===== src/rtl/perf_event_counters.sv =====
`default_nettype none
// ============================================================================
//  Module      : perf_event_counters
//  Description : Parametrised bank of per-cycle event counters plus a run-cycle
//                counter. Counting happens only in RUN; a halt freezes the
//                bank. A snapshot copy of all counters is read back through a
//                registered, indexed read port.
//  Revision    : 1.0 - initial release
// ============================================================================
module perf_event_counters #(
    parameter int NUM_EVENTS = 8,
    parameter int CNT_W      = 32,
    parameter int SAT        = 1,
    localparam int IDX_W     = $clog2(NUM_EVENTS + 1),
    localparam int NUM_CNT   = NUM_EVENTS + 1
) (
    input  logic                  clk,
    input  logic                  rst_n,
    input  logic                  run,
    input  logic                  hlt,
    input  logic [NUM_EVENTS-1:0] events,
    input  logic                  clear,
    input  logic                  snap,
    input  logic [IDX_W-1:0]      rd_idx,
    output logic [CNT_W-1:0]      rd_data,
    output logic [NUM_CNT-1:0]    overflow,
    output logic [1:0]            state
);

    // Explicitly encoded so the state output can be driven straight from the
    // register without a translation table.
    typedef enum logic [1:0] {
        IDLE   = 2'b00,
        RUN    = 2'b01,
        FROZEN = 2'b10
    } state_t;

    state_t r_state;
    state_t w_stateNext;

    // Counter NUM_EVENTS (the top entry) is the run-cycle counter.
    logic [CNT_W-1:0]   r_liveCnt [NUM_CNT];
    logic [CNT_W-1:0]   r_snapCnt [NUM_CNT];
    logic [CNT_W-1:0]   w_cntNext [NUM_CNT];
    logic [NUM_CNT-1:0] w_inc;
    logic [NUM_CNT-1:0] w_allOnes;
    logic [NUM_CNT-1:0] w_ovEvent;
    logic [NUM_CNT-1:0] r_overflow;
    logic [CNT_W-1:0]   w_rdSel;
    logic [CNT_W-1:0]   r_rdData;
    logic               w_running;

    // ------------------------------------------------------------------------
    // Control FSM
    // ------------------------------------------------------------------------

    // State register.
    always_ff @(posedge clk or negedge rst_n) begin
        if (!rst_n) begin
            r_state <= IDLE;
        end else begin
            r_state <= w_stateNext;
        end
    end

    // Next-state logic; clear overrides every transition. A halt wins over
    // run so the core stopping always freezes the statistics.
    always_comb begin
        w_stateNext = r_state;
        if (clear) begin
            w_stateNext = IDLE;
        end else begin
            case (r_state)
                IDLE: begin
                    if (run) begin
                        w_stateNext = RUN;
                    end
                end
                RUN: begin
                    if (hlt) begin
                        w_stateNext = FROZEN;
                    end else if (!run) begin
                        w_stateNext = IDLE;
                    end
                end
                FROZEN: begin
                    w_stateNext = FROZEN;
                end
                default: begin
                    w_stateNext = IDLE;
                end
            endcase
        end
    end

    assign state = r_state;

    // ------------------------------------------------------------------------
    // Counter datapath
    // ------------------------------------------------------------------------

    // Counting is gated by the current (registered) state, so the cycle in
    // which hlt arrives is still counted while the run-rise cycle is not.
    assign w_running                = (r_state == RUN);
    assign w_inc[NUM_EVENTS-1:0]    = events & {NUM_EVENTS{w_running}};
    assign w_inc[NUM_EVENTS]        = w_running;

    // Per-counter increment, overflow detect and saturate/wrap selection.
    for (genvar i = 0; i < NUM_CNT; i++) begin : g_cnt
        assign w_allOnes[i] = &r_liveCnt[i];
        assign w_ovEvent[i] = w_inc[i] & w_allOnes[i];
        // With SAT=0 the plain +1 wraps all-ones to zero on its own.
        assign w_cntNext[i] = (w_ovEvent[i] && (SAT != 0))
                            ? r_liveCnt[i]
                            : r_liveCnt[i] + CNT_W'(w_inc[i]);
    end

    // Live counters and sticky overflow flags; clear beats counting.
    always_ff @(posedge clk or negedge rst_n) begin
        if (!rst_n) begin
            for (int i = 0; i < NUM_CNT; i++) begin
                r_liveCnt[i] <= '0;
            end
            r_overflow <= '0;
        end else if (clear) begin
            for (int i = 0; i < NUM_CNT; i++) begin
                r_liveCnt[i] <= '0;
            end
            r_overflow <= '0;
        end else begin
            for (int i = 0; i < NUM_CNT; i++) begin
                r_liveCnt[i] <= w_cntNext[i];
            end
            r_overflow <= r_overflow | w_ovEvent;
        end
    end

    assign overflow = r_overflow;

    // Snapshot bank captures pre-update live values; untouched by clear so a
    // simultaneous snap+clear preserves the final statistics.
    always_ff @(posedge clk or negedge rst_n) begin
        if (!rst_n) begin
            for (int i = 0; i < NUM_CNT; i++) begin
                r_snapCnt[i] <= '0;
            end
        end else if (snap) begin
            for (int i = 0; i < NUM_CNT; i++) begin
                r_snapCnt[i] <= r_liveCnt[i];
            end
        end
    end

    // ------------------------------------------------------------------------
    // Read port
    // ------------------------------------------------------------------------

    // Index decode; indices beyond the cycle counter match nothing and read 0.
    always_comb begin
        w_rdSel = '0;
        for (int i = 0; i < NUM_CNT; i++) begin
            if (rd_idx == IDX_W'(i)) begin
                w_rdSel = r_snapCnt[i];
            end
        end
    end

    // Registered read data, one cycle behind rd_idx.
    always_ff @(posedge clk or negedge rst_n) begin
        if (!rst_n) begin
            r_rdData <= '0;
        end else begin
            r_rdData <= w_rdSel;
        end
    end

    assign rd_data = r_rdData;

endmodule
`default_nettype wire

===== config.mk =====
export PLATFORM = sky130hd
export DESIGN_NAME = perf_event_counters
export DESIGN_NICKNAME = d
export VERILOG_FILES = /design/src/rtl/perf_event_counters.sv
export SDC_FILE = /design/constraint.sdc
export NUM_CORES = 1
export LEC_CHECK = 0
export BUFFER_PORTS_ARGS = -buffer_cell sky130_fd_sc_hd__buf_4
export CAP_MARGIN = 20
export CORE_AREA = 5 5 274 330
export CTS_CLUSTER_SIZE = 16
export DETAILED_ROUTE_END_ITERATION = 6
export DIE_AREA = 0 0 279 335
export GPL_TIMING_DRIVEN = 0
export SLEW_MARGIN = 30
export SYNTH_ARGS = -nofsm -noshare
export SYNTH_HDL_FRONTEND = slang
export SYNTH_SLANG_ARGS = --single-unit

===== constraint.sdc =====
create_clock -name clk -period 5.7 [get_ports clk]
set_input_delay 0.285 -clock clk [delete_from_list [all_inputs] [get_ports clk]]
set_output_delay 0.285 -clock clk [all_outputs]
set_load 0.02 [all_outputs]

==> parameters.txt <==
Parameter                              Value

Outcome
  Run status ... completed

Worst setup path
  FF-to-FF End ... r_liveCnt[26]$_DFFE_PN0P_
  Maximum fanout count along the critical path ... 10
  Worst endpoint data arrival time ... 4.00 ns
  Kind of end point of the critical path ... flip-flop
  Critical Path Source Type ... flip-flop
  Crit path required time ... 6.19 ns
  Type of the worst setup path ... reg2reg
  Beginning of the worst register-to-register path ... state[0]$_DFFE_PN0P_
  Worst Setup EP ... r_liveCnt[26]$_DFFE_PN0P_
  Beginning of the critical path ... state[0]$_DFFE_PN0P_
  Internal reg-to-reg setup slack ... 2.19 ns
  FF-to-FF path depth ... 9

Final layout
  Fillers ... 8564
  Share of post-route cells with drive strength above 1 ... 0.1685
  Final net count ... 3102
  P&R area growth vs syn ... 15.11%

Clock network
  Source-to-sink clock delay at the later pin of the worst-skew pair ... 0.61 ns
  Number of buffers on the longest clock path ... 3
  Cell chosen for the clock root ... sky130_fd_sc_hd__clkbuf_16
  Max H-tree Level ... 3
  Clock slew at reported path FFs ... 0.06 ns
  TritonCTS clock tree ... yes
  Cts bufs inserted ... 70
  Clock Sink Count ... 619

Timing
  TNS Setup ... 0 ns
  Clock period minus worst slack ... 3.511 ns
  Worst setup margin ... 2.189 ns
  Unrepaired setup endpoints after global routing ... false
  Fmax ... 284.8 MHz
  Tightest Pin Transition ... 1.080 ns
  Min Hold Slack ... 0.2190 ns
  Hold Violations, Final ... 0
  Pins over their slew limit ... 0
  Period Utilization, post-route ... 0.6159
  Final Setup Violations ... 0
  Headroom to the max-slew limit ... 0.2799
  Setup Skew ... 0.02469 ns

Hold path
  Worst min-delay path class ... in2async

Logic synthesis
  Avg Cell Area, Syn ... 10.29 sq um
  Number of register bits inferred by synthesis ... 619
  Number of nets in the synthesized netlist ... 2963
  Share of the synthesized area in the top cell type ... 0.5144
  Proportion of synthesized chip area in sequential cells ... 0.5144
  Cells after synthesis ... 2927
  Number of distinct library cells after synthesis ... 65
  Warning count from the yosys run ... 0
  Asr flop ratio synth ... 1.000
  Cell type contributing the most total cell area after synthesis ... sky130_fd_sc_hd__dfrtp_1
  Mapped cell area ... 30110 sq um
  Ys flop type ... sky130_fd_sc_hd__dfrtp_1
  Area contributors post-synth ... sky130_fd_sc_hd__dfrtp_1 (51%), sky130_fd_sc_hd__mux2_2 (11%), sky130_fd_sc_hd__a21oi_1 (3.5%)
  EDFF count, synth ... 0

Routing
  Antenna Nets Post-Route ... 0
  Via count ... 23980
  Metal-1 WL ... 40.29 mm
  Metal2 WL ... 45.78 mm
  Final WL ... 95.24 mm
  Starting DRC count in detailed routing ... 2098
  Pre-antenna DRT Iters ... 5
  Residual DRC ... 0
  Detailed-routed wire length on met3 ... 5.202 mm
  Avg WL per Cell ... 22.28 microns
  Average via count per standard cell ... 5.610
  Highest metal layer with signal wires ... met4

Pwr
  Worst IR Drop VDD ... 0.2062 mV
  Register share of total power ... 0.457
  Leakage component of the power ... 0.01455 uW
  Switching portion of total power ... 0.2354
  Total power density per cell area ... 279.9 nW/um^2
  Power share of the clock group ... 0.488
  Net switching power of the design ... 2284 uW
  Power share of the combinational group ... 0.054
  Cell Int Power ... 7417 uW

Global routing
  GRT overflow ... 0
  Global router's overall resource usage ... 0.1995
  Pin count of the biggest net entering global routing ... 84
  Antenna violations before repair ... 5
  Via count of the first global-routing pass ... 23320
  First-pass GRT wire length ... 145.1 mm

Floorplanning
  Number of primary I/O pins ... 61
  Placement Rows ... 119
  Core Footprint ... 86950 sq um
  Area of the die ... 93470 sq um
  Overall die width ... 279 microns
  Die extent in y ... 335 microns
  Effective utilization at floorplan ... 0.3463

Placement
  Count of buffers inserted at the top-level ports ... 57
  Global placement routability congestion ... 1.003
  Sum of net half-perimeters after detailed placement ... 70.45 mm
  Pre-CTS WS ... 2.178 ns

Run
  Max-Cap Viols ... 0
## cell families after synthesis
family,Yosys count,share of synthesized area
and+or+nand+nor,1062,0.1913
AOI/OAI and AO/OA,632,0.1277
DFF,619,0.5144
muxes,299,0.1119
buffers and inverters,240,0.03067
xor gates and xnor gates,57,0.01658
adders and majority gates,18,0.007480
## worst min-delay path by stage
stage / cells past startpoint / slack, ns / to
2_1_floorplan: 0 / -0.01 / overflow[0]$_DFF_PN0_
3_3_place_gp: 2 / 0.47 / state[0]$_DFFE_PN0P_
3_5_place_dp: 1 / 0.29 / r_liveCnt[132]$_DFFE_PN0P_
4_1_cts: 3 / 0.19 / r_liveCnt[232]$_DFFE_PN0P_
5_1_grt: 3 / 0.27 / r_liveCnt[281]$_DFFE_PN0P_
6_report: 2 / 0.22 / r_liveCnt[132]$_DFFE_PN0P_
## layout by cell type, fill, tap and decap left out, drive strengths merged, types with 12 or more instances in the layout
master	instances
and4	40
ha	18
nor2	218
nand2b	28
a21oi	209
a221o	24
a221oi	24
dfrtp	619
clkbuf	256
xnor2	37
xor2	20
or4	52
buf	91
nor3	31
o221ai	14
and2	13
o211ai	34
clkinv	12
o21ai	204
inv	64
o31ai	39
nand4	93
nor2b	37
and3	31
or3	138
nor4	34
nand2	186
nor3b	26
mux2	290
nand3	110
a31oi	29
## power by group through the flow
stage / sequential (uW) / clock [uW] / combinational, uW
after floorplan: 4530 / 0 / 211
after global placement: 4520 / 0 / 509
after detailed placement: 4520 / 0 / 528
after CTS: 4440 / 4830 / 531
after global routing: 4440 / 5010 / 567
final: 4440 / 4740 / 527
## what timing repair did
action / 4_1_cts / 5_1_grt
resized for setup: 0 / 0
buffers inserted: 0 / 0
endpoints found under the hold margin: 68 / 0
hold buffers: 3 / 0
## area by class of cell
cell class,instances,area [sq um],area share
Sequential cell,619,15490,0.4469
Clock inverter,23,315.3,0.009096
Buffer,179,709.4,0.02047
Multi-Input combinational cell,2068,13730,0.3961
Tap cell,1149,1438,0.04148
Inverter,61,229.0,0.006606
Antenna cell,4,10.01,0.0002888
Timing Repair Buffer,67,658.1,0.01899
Clock buffer,104,2085,0.06014
## routing by layer
metal,vias up,GRT usage
li1,11110,-
met1,12070,0.2597
met2,646,0.3318
met3,153,0.03398
met4,0,0.08229
met5,-,0
## synthesized netlist by cell type (all sizes together) (28+ instances only)
cell,instances
clkbuf,152
mux2,290
nand2b,28
and3,31
o211ai,34
o31ai,39
nor2b,37
inv,61
a21oi,209
nand4,93
nor2,218
dfrtp,619
o21ai,204
or3,138
a31oi,29
or4,52
nor4,34
xnor2,37
and4,40
nor3,31
nand2,186
nand3,110
## worst max-delay path, cell delays in order (launching register included)
cell,delay [ns]
sky130_fd_sc_hd__dfrtp_1,0.36
sky130_fd_sc_hd__buf_2,0.43
sky130_fd_sc_hd__nor2b_1,0.48
sky130_fd_sc_hd__ha_1,0.30
sky130_fd_sc_hd__ha_1,0.21
sky130_fd_sc_hd__nand3_1,0.14
sky130_fd_sc_hd__nor4_1,0.58
sky130_fd_sc_hd__o31a_1,0.43
sky130_fd_sc_hd__nand4_1,0.17
sky130_fd_sc_hd__mux2_2,0.30
## state kept, by name (all words and copies together) (netlist names)
signal and flops:
overflow 9, r_liveCnt 288, r_snapCnt 288, rd_data 32, state 2
## stage by stage
stage | total power, uW | instances | utilization | cell area (sq um)
2_1_floorplan | 4741 | 2927 | - | 30110
3_3_place_gp | 5026 | 4133 | 0.3677 | 31980
3_5_place_dp | 5044 | 4140 | 0.3704 | 32210
4_1_cts | 9792 | 4270 | 0.3984 | 34640
5_1_grt | 10010 | 4270 | 0.3985 | 34650
6_report | 9701 | 4274 | 0.3986 | 34660
(Power assumes the default switching activity.)
